[src/rtl/kgp_trace_buffer.sv]
// Retired-instruction trace buffer: arm, trigger on PC, capture, pop.
// Ports: arm/trig_*/stop_on_full control, commit_* in, rd_* pop out, status.
module kgp_trace_buffer #(
  parameter int DEPTH   = 16,
  parameter int DATA_W  = 32,
  parameter int RADDR_W = 5
) (
  input  logic                       clk,
  input  logic                       rst,
  input  logic                       arm,
  input  logic                       trig_en,
  input  logic [DATA_W-1:0]          trig_pc,
  input  logic                       stop_on_full,
  input  logic                       commit_valid,
  input  logic [DATA_W-1:0]          commit_pc,
  input  logic                       wb_en,
  input  logic [RADDR_W-1:0]         wb_addr,
  input  logic [DATA_W-1:0]          wb_data,
  input  logic                       mem_wr,
  input  logic                       rd_en,
  output logic [DATA_W-1:0]          rd_pc,
  output logic                       rd_wb_en,
  output logic [RADDR_W-1:0]         rd_wb_addr,
  output logic [DATA_W-1:0]          rd_wb_data,
  output logic                       rd_mem_wr,
  output logic                       rd_valid,
  output logic [$clog2(DEPTH+1)-1:0] count,
  output logic                       empty,
  output logic                       full,
  output logic                       triggered,
  output logic                       overflow,
  output logic                       done
);

  localparam int PTR_W = $clog2(DEPTH);
  localparam int CNT_W = $clog2(DEPTH+1);

  typedef enum logic [1:0] {
    S_IDLE,
    S_ARMED,
    S_CAPTURE,
    S_DONE
  } state_t;

  typedef struct packed {
    logic [DATA_W-1:0]  pc;
    logic               wb_en;
    logic [RADDR_W-1:0] wb_addr;
    logic [DATA_W-1:0]  wb_data;
    logic               mem_wr;
  } entry_t;

  state_t             state_q, state_d;
  logic [PTR_W-1:0]   wr_ptr_q, wr_ptr_d;
  logic [PTR_W-1:0]   rd_ptr_q, rd_ptr_d;
  logic [CNT_W-1:0]   count_q, count_d;
  logic               trig_q, trig_d;
  logic               ovf_q, ovf_d;
  logic               rd_valid_q, rd_valid_d;
  entry_t             rd_ent_q, rd_ent_d;
  entry_t             mem_q [DEPTH];

  logic   hit;
  logic   push;
  logic   pop;
  logic   full_q;
  entry_t wr_ent;

  assign full_q = (count_q == CNT_W'(DEPTH));
  assign hit    = commit_valid &&
                  (!trig_en || commit_pc == trig_pc);

  assign wr_ent = '{pc:      commit_pc,
                    wb_en:   wb_en,
                    wb_addr: wb_addr,
                    wb_data: wb_data,
                    mem_wr:  mem_wr};

  always_comb begin
    state_d    = state_q;
    wr_ptr_d   = wr_ptr_q;
    rd_ptr_d   = rd_ptr_q;
    count_d    = count_q;
    trig_d     = trig_q;
    ovf_d      = ovf_q;
    rd_valid_d = 1'b0;
    rd_ent_d   = rd_ent_q;
    push       = 1'b0;
    pop        = 1'b0;

    if (arm) begin
      // arm wins over any push/pop this cycle
      state_d  = S_ARMED;
      wr_ptr_d = '0;
      rd_ptr_d = '0;
      count_d  = '0;
      trig_d   = 1'b0;
      ovf_d    = 1'b0;
    end else begin
      pop = rd_en && (count_q != '0);

      case (state_q)
        S_ARMED: begin
          if (hit) begin
            push    = 1'b1;
            state_d = S_CAPTURE;
            trig_d  = 1'b1;
          end
        end
        S_CAPTURE: push = commit_valid;
        default:   push = 1'b0;
      endcase

      // in stop mode a full buffer only takes a push that frees a slot
      if (push && full_q && stop_on_full && !pop)
        push = 1'b0;

      if (pop) begin
        rd_valid_d = 1'b1;
        rd_ent_d   = mem_q[rd_ptr_q];
        rd_ptr_d   = rd_ptr_q + PTR_W'(1);
      end

      if (push)
        wr_ptr_d = wr_ptr_q + PTR_W'(1);

      if (push && !pop) begin
        if (full_q) begin
          // ring overwrite: the oldest entry is dropped
          rd_ptr_d = rd_ptr_q + PTR_W'(1);
          ovf_d    = 1'b1;
        end else begin
          count_d = count_q + CNT_W'(1);
        end
      end else if (pop && !push) begin
        count_d = count_q - CNT_W'(1);
      end

      if (state_q == S_CAPTURE && stop_on_full &&
          count_d == CNT_W'(DEPTH))
        state_d = S_DONE;
    end
  end

  always_ff @(posedge clk) begin
    if (rst) begin
      state_q    <= S_IDLE;
      wr_ptr_q   <= '0;
      rd_ptr_q   <= '0;
      count_q    <= '0;
      trig_q     <= 1'b0;
      ovf_q      <= 1'b0;
      rd_valid_q <= 1'b0;
      rd_ent_q   <= '0;
    end else begin
      state_q    <= state_d;
      wr_ptr_q   <= wr_ptr_d;
      rd_ptr_q   <= rd_ptr_d;
      count_q    <= count_d;
      trig_q     <= trig_d;
      ovf_q      <= ovf_d;
      rd_valid_q <= rd_valid_d;
      rd_ent_q   <= rd_ent_d;
    end
  end

  always_ff @(posedge clk) begin
    if (push && !rst)
      mem_q[wr_ptr_q] <= wr_ent;
  end

  assign rd_pc      = rd_ent_q.pc;
  assign rd_wb_en   = rd_ent_q.wb_en;
  assign rd_wb_addr = rd_ent_q.wb_addr;
  assign rd_wb_data = rd_ent_q.wb_data;
  assign rd_mem_wr  = rd_ent_q.mem_wr;
  assign rd_valid   = rd_valid_q;
  assign count      = count_q;
  assign empty      = (count_q == '0);
  assign full       = full_q;
  assign triggered  = trig_q;
  assign overflow   = ovf_q;
  assign done       = (state_q == S_DONE);

endmodule

[config.mk]
export PLATFORM = sky130hd
export DESIGN_NAME = kgp_trace_buffer
export DESIGN_NICKNAME = d
export VERILOG_FILES = /design/src/rtl/kgp_trace_buffer.sv
export SDC_FILE = /design/constraint.sdc
export NUM_CORES = 1
export LEC_CHECK = 0
export BUFFER_PORTS_ARGS = -buffer_cell sky130_fd_sc_hd__buf_2
export CAP_MARGIN = 20
export CORE_UTILIZATION = 42
export DETAILED_ROUTE_END_ITERATION = 8
export GPL_TIMING_DRIVEN = 0
export PLACE_DENSITY = 0.65
export SLEW_MARGIN = 20
export SYNTH_ARGS = -nofsm -noshare
export SYNTH_HDL_FRONTEND = slang
export SYNTH_SLANG_ARGS = --single-unit
[constraint.sdc]
create_clock -name clk -period 14.15 [get_ports clk]
set_clock_uncertainty 0.1 [all_clocks]
set_input_delay 1.415 -clock clk [delete_from_list [all_inputs] [get_ports clk]]
set_output_delay 1.415 -clock clk [all_outputs]
set_load 0.05 [all_outputs]
==> metrics.md, run 1 <==
| Metric | Value |
|---|---|
| Worst path cell trace | `buf_2 -> xor2_1 -> nor4_1 -> nand4_1 -> o21ai_0 -> a21oi_1 -> nor3_1 -> nand2_1 -> nor3_2 -> buf_4 -> buf_4 -> buf_4` |
| Seq/Total Area, Yosys | `around 77%` |
| Top_reg_cell synth | `edfxtp_1` |
| Mux cell area share after synthesis | `17.3%` |
| GRT overflow | `0` |
| CP max stage cell | `nor4_1` |
| Power Dens Cells | `around 150 mW/mm^2` |
| Post-synth EDFFs | `~1,100` |
| CP dominant cell by count | `buf_4` |
| Compound-gate portion of the synthesized area | `around 1.2%` |
| GRT Total Usage | `a little over a fifth` |
| CP Launch Point | `commit_pc[0]` |
| Hold slack | `between 0.3 and 0.4 ns` |
| Drt drc | `0` |
| Skew-Pair Late Insertion Delay | `0.71 ns` |
| Root Driver | `clkbuf_16` |
| R2R Setup Slk | `around 9.8 ns` |
| Peak supply drop | `~0.12 mV` |
| Nets | `between 2,000 and 3,000` |
| Crit end category | `register` |
| Layout Cells excl Fill | `4,091` |
| Buffers on Ports | `approximately 190` |
| RSZ-0062 raised after global routing | `no` |
| CP endpoint | `mem_q[2][33]` |
| Post-CTS Resized | `0` |
| Worst r2r path cells | `13` |
| Hold buffers post-CTS | `0` |
| Final setup fails | `0` |
| DR iter-0 viols | `about 2,500` |
| Kind of cell adding the most delay to the critical path | `simple AND/OR/NAND/NOR gates` |
| Wire per inst | `~29 um` |
| DR vias | `about 23,000` |
| Share of cells above drive strength 1 | `roughly a third` |
| Area of the die | `0.112 sq mm` |
| Final period utilization | `43.1%` |
| Final core utilization | `between 50% and 60%` |
| CP max stage delay | `~0.91 ns` |
| Tmin final | `approximately 6.1 ns` |
| Main combinational cell family by area after synthesis | `multiplexers` |
| Synth Area in Simple Gates | `2.12%` |
| Clock Path Buffers | `3` |
| FFs w/ async S/R, synth | `0%` |
| WL final | `between 100,000 and 150,000 um` |
| Critical Path Start Type | `input pin` |
| Die H | `between 300 and 400 um` |
| Yosys top cell area share | `about 73%` |
| HPWL after DPL | `~79,000 um` |
| Syn_area_per_cell | `between 20 and 25 sq um` |
| Cell variety after synth | `49` |
| Mapped cell area | `0.0464 sq mm` |
| Final Hold Fails | `0` |
| Highest clock rate | `roughly 0.16 GHz` |
| Status | `completed` |
| Synth area leader | `edfxtp_1` |
| Top cells by area, synth | `edfxtp_1 73%, mux4_2 17%, dfxtp_1 3.8%` |
| Synthesized Nets | `about 2,200` |
| Dpl cells | `roughly 3,900` |
| Number of cells on the worst hold path | `2` |
| Die W | `about 330 um` |
| Clock sink total | `about 1,200` |
| DR vias/cell | `5.68` |
| Critical register-to-register path startpoint | `count[0]` |
| CP Class | `in2reg` |
| HP Class | `reg2reg` |
| CTS tree | `built` |
| Critical path fanouts, max | `17` |
| Critical R2R Capture | `mem_q[2][33]` |
| Initial Util | `between 40% and 50%` |
| Syn-to-layout area delta | `19.3%` |
| Synth Area in XOR/XNOR | `0.736%` |
| Adder-cell area share of the yosys netlist | `less than 1%` |
| Count leader, synth | `edfxtp_1` |
| Slew headroom | `between 20 and 25%` |
| Crit path DAT | `between 6 and 7 ns` |
| Fillers | `~8,400` |
| TritonCTS Buffers | `approximately 120` |
| Antenna violations before repair | `19` |
| Final ANT Viol Nets | `0` |
| Vias in the first global route | `~24,000` |
| Synth Instances | `a little over 2,000` |
| Max Slew Vio Count | `0` |
| Post-synth top cells | `1,136 x edfxtp_1, 355 x mux4_2, 154 x nand2_1, 89 x dfxtp_1, 78 x a21oi_1` |
| CTS clk-pin slew, worst paths | `roughly 0.060 ns` |
| CP Depth | `12` |
| Buf/Inv on CP | `4` |
| FP Rows | `121` |
| Core area | `between 0.1 and 0.15 sq mm` |
| Pin count of the biggest net entering global routing | `19` |
| Placer Congestion | `approximately 0.78` |
| Syn. warnings | `0` |
| First-pass GRT wire length | `about 170,000 um` |
| Leakage | `between 15 and 20 nW` |
| Critical Path RT | `14.45 ns` |
| First-pass detailed-route iteration total | `5` |
| # Post-CTS Setup Buffers | `0` |
| #FFs+latches synth | `1,225` |
| Worst Tran Pin Value | `~1.1 ns` |
| Htree depth | `3` |
| Ports | `about 190` |
| Max-Cap Viols | `0` |
## per-layer routing
| layer | global-route usage, % | share of wire (%) |
|---|---|---|
| met1 | 28.7 | 38 |
| met2 | 35.0 | 50 |
| met3 | 4.45 | 9.4 |
| met4 | 6.37 | 2.7 |
| met5 | 0 | 0.045 |
## per-stage QoR
| stage | setup slack (ns) | instance area [sq um] | setup TNS (ns) | power [mW] |
|---|---|---|---|---|
| global placement | -2.55 | 49200 | -708.51 | 5.13 |
| detailed placement | 7.58 | 51500 | 0 | 5.16 |
| CTS | 8.28 | 55400 | 0 | 8.27 |
| finish | 8.05 | 55400 | 0 | 8.22 |
| floorplan | 5.85 | 46400 | 0 | 4.81 |
| global route | 8.01 | 55400 | 0 | 8.46 |
## power by group
group	switching [mW]	leakage, nW	internal (mW)
Clock	1.33	1.88	1.82
Sequential	0.0314	10.9	3.99
Combinational	0.659	4.57	0.389
## worst min-delay path: stages, from the launching register on
cell,delay (ns)
dfxtp_1,0.30
nand2_1,0.05
a21oi_1,0.05
## sequential cells by signal (all words and copies together), names as in the netlist, 2 cells and up
| name | count |
|---|---|
| mem_q | 1136 |
| rd_pc | 32 |
| rd_wb_data | 32 |
| count | 5 |
| rd_wb_addr | 5 |
| rd_ptr_q | 4 |
| wr_ptr_q | 4 |
| state_q | 2 |
## worst min path at each step
stage                         from              to  slack, ns
floorplan               state_q[1]      state_q[1]       0.41
global route             rd_pc[31]       rd_pc[31]       0.37
finish               rd_wb_data[0]   rd_wb_data[0]       0.35
CTS                      rd_pc[17]       rd_pc[17]       0.36
global placement    rd_wb_data[31]  rd_wb_data[31]       0.34
detailed placement       rd_pc[17]       rd_pc[17]       0.35
## cell type report
cell class | count | area, sq um | area share [%]
antenna | 7 | 17.5 | 0.0316
buffer | 108 | 458 | 0.827
clock buffer | 165 | 3240 | 5.85
clock inverter | 55 | 649 | 1.17
inverter | 12 | 45.0 | 0.0813
multi-input combinational | 734 | 10200 | 18.3
sequential | 1225 | 35900 | 64.8
tap | 1476 | 1850 | 3.33
timing repair buffer | 309 | 3090 | 5.57
## cell families after synthesis
family	Yosys count
compound gates	99
mux	357
flops	1225
fa+ha+maj	10
simple gates	229
xor+xnor	39
buf+inv	120
## cell usage in the layout (no fill, tap or decap), types with 9 or more instances in the layout
master / instances
clkbuf_2: 9
a21oi_1: 78
clkbuf_16: 118
inv_1: 12
xor2_1: 36
clkbuf_1: 96
nor2_4: 12
ha_1: 10
buf_12: 10
buf_16: 53
buf_4: 43
clkbuf_8: 11
bufinv_16: 12
clkinv_1: 17
dfxtp_1: 89
edfxtp_1: 1136
buf_2: 218
buf_6: 9
mux4_2: 355
buf_1: 11
nand2_1: 154
nor2_1: 18
clkinv_2: 11
No activity file was read; power rests on OpenSTA's default activity.
==> run 2, diff against run 1 <==
==> constraint.sdc (replaced) <==
create_clock -name clk -period 6.2 [get_ports clk]
set_clock_uncertainty 0.1 [all_clocks]
set_input_delay 0.62 -clock clk [delete_from_list [all_inputs] [get_ports clk]]
set_output_delay 0.62 -clock clk [all_outputs]
set_load 0.05 [all_outputs]
==> metrics.md, run 2 (same netlist as run 1, synthesis figures left out) <==
| Metric | Value |
|---|---|
| DR vias | `23,000 (was 23,200)` |
| Setup TNS | `0 ns (unchanged)` |
| Post-DP Area | `0.0514 sq mm (was 0.0515 sq mm)` |
| Root Driver | `clkbuf_16 (unchanged)` |
| Max reg flops | `1,136 (unchanged)` |
| First-pass GRT wire length | `168,000 um (was 169,000 um)` |
| Final setup fails | `0 (unchanged)` |
| Commonest non-fill, non-tap cells in the layout | `1,136 x edfxtp_1, 355 x mux4_2, 217 x buf_2 (was 1,136 x edfxtp_1, 355 x mux4_2, 218 x buf_2)` |
| HPWL after DPL | `76,800 um (was 79,400 um)` |
| Final period utilization | `between 70% and 80%` |
| Tmin final | `roughly 5 ns` |
| Ports | `192 (unchanged)` |
| Die H | `334 um (unchanged)` |
| Skew-Pair Late Insertion Delay | `0.71 ns (about the same)` |
| Slew headroom | `28.3% (was 24.6%)` |
| Worst Tran Pin Value | `1.08 ns (was 1.13 ns)` |
| WL final | `118,000 um (was 119,000 um)` |
| Share of cells above drive strength 1 | `33.9% (was 34.4%)` |
| Design area | `0.0552 sq mm (was 0.0554 sq mm)` |
| Vias in the first global route | `23,700 (about the same)` |
| Htree depth | `3 (unchanged)` |
| Wire per inst | `28.9 um (was 29.0 um)` |
| Hold slack | `0.189 ns (was 0.352 ns)` |
| Highest clock rate | `roughly 0.21 GHz` |
| Crit path DAT | `5.16 ns (was 6.40 ns)` |
| # Post-CTS Setup Buffers | `0 (unchanged)` |
| CP Class | `in2reg (unchanged)` |
| Hold buffers post-CTS | `0 (unchanged)` |
| Top reg by flops | `mem_q (unchanged)` |
| Critical Path RT | `6.49 ns (was 14.45 ns)` |
| Status | `completed (unchanged)` |
| DR iter-0 viols | `2,590 (was 2,473)` |
| Placer Congestion | `0.768 (was 0.782)` |
| RSZ-0062 raised after global routing | `no (unchanged)` |
| Fillers | `8,468 (was 8,376)` |
| HP Class | `in2reg (was reg2reg)` |
| Clock Path Buffers | `3 (unchanged)` |
| Max Slew Vio Count | `0 (unchanged)` |
| Buffers on Ports | `191 (unchanged)` |
| Crit end category | `register (unchanged)` |
| Drt drc | `0 (unchanged)` |
| Final Hold Fails | `0 (unchanged)` |
| Dpl cells | `3,840 (was 3,864)` |
| CTS tree | `built (unchanged)` |
| First-pass detailed-route iteration total | `6 (was 5)` |
| Nets | `2,601 (was 2,627)` |
| Leakage | `17.2 nW (was 17.4 nW)` |
| Commonest non-fill, non-tap cell in the layout | `edfxtp_1 (unchanged)` |
| Critical path fanouts, max | `17 (unchanged)` |
| Pin count of the biggest net entering global routing | `18 (was 19)` |
| FP Rows | `121 (unchanged)` |
| Critical Path Start Type | `input pin (unchanged)` |
| DR vias/cell | `5.65 (was 5.68)` |
| Die W | `334 um (unchanged)` |
| TritonCTS Buffers | `113 (was 117)` |
| Max-Cap Viols | `0 (unchanged)` |
| Clock sink total | `1,225 (unchanged)` |
| Layout Cells excl Fill | `4,067 (was 4,091)` |
| GRT Total Usage | `21.3% (about the same)` |
| CTS clk-pin slew, worst paths | `0.06 ns (about the same)` |
| GRT overflow | `0 (unchanged)` |
| Post-CTS Resized | `0 (unchanged)` |
| Antenna violations before repair | `20 (was 19)` |
| Power Dens Cells | `334 mW/mm^2 (was 148 mW/mm^2)` |
| Syn-to-layout area delta | `18.8% (was 19.3%)` |
| Peak supply drop | `0.291 mV (was 0.116 mV)` |
| Core area | `0.109 sq mm (unchanged)` |
| Initial Util | `42.5% (unchanged)` |
| Area of the die | `0.112 sq mm (unchanged)` |
| Final ANT Viol Nets | `0 (unchanged)` |
run 2: worst max-delay path, cell delays in order:
cell,delay (ns)
buf_2,0.34
xor2_2,0.32
nor4_1,0.87
nand4_1,0.37
o21ai_0,0.36
a21oi_1,0.16
nor3_1,0.46
nand2_1,0.38
nor2_4,0.61
buf_16,0.24
buf_12,0.19
buf_16,0.19
run 2: final cells by class:
class / instances / area, sq um / area share (%)
Multi-Input combinational cell: 734 / 10200 / 18.5
Clock inverter: 56 / 518 / 0.939
Timing Repair Buffer: 287 / 3030 / 5.49
Sequential cell: 1225 / 35900 / 65.1
Antenna cell: 12 / 30.0 / 0.0544
Inverter: 12 / 45.0 / 0.0817
Clock buffer: 157 / 3160 / 5.72
Buffer: 108 / 452 / 0.819
Tap cell: 1476 / 1850 / 3.35
run 2: metrics by stage:
stage | setup WS [ns] | util, % | total power [mW]
2_1_floorplan | 0.446 | - | 11.0
3_3_place_gp | -5.35 | 45.1 | 11.7
3_5_place_dp | 0.629 | 47.1 | 11.8
4_1_cts | 1.34 | 50.5 | 18.6
5_1_grt | 1.15 | 50.5 | 19.0
6_report | 1.33 | 50.5 | 18.4
run 2: path summary, 6_finish.rpt:
check | from | end | slack, ns | cells after the start
hold reg to reg | rd_mem_wr | rd_mem_wr | 0.35 | 2
setup reg to reg | count[0] | mem_q[13][44] | 2.15 | 13
setup / recovery | commit_pc[0] | mem_q[13][44] | 1.33 | 12
hold / removal | wb_data[9] | mem_q[9][10] | 0.19 | 1
run 2: report_power, final:
group	internal, mW	switching [mW]	total [mW]
logic	0.894	1.51	2.40
registers	9.12	0.0740	9.19
clock network	3.89	2.96	6.85
run 2: metal layers:
metal	wire length, um	share of wire, %	track usage [%]
met4	3600	3.1	7.21
met5	94	0.080	0
met3	11200	9.5	4.85
met1	45000	38	28.1
met2	57800	49	34.8
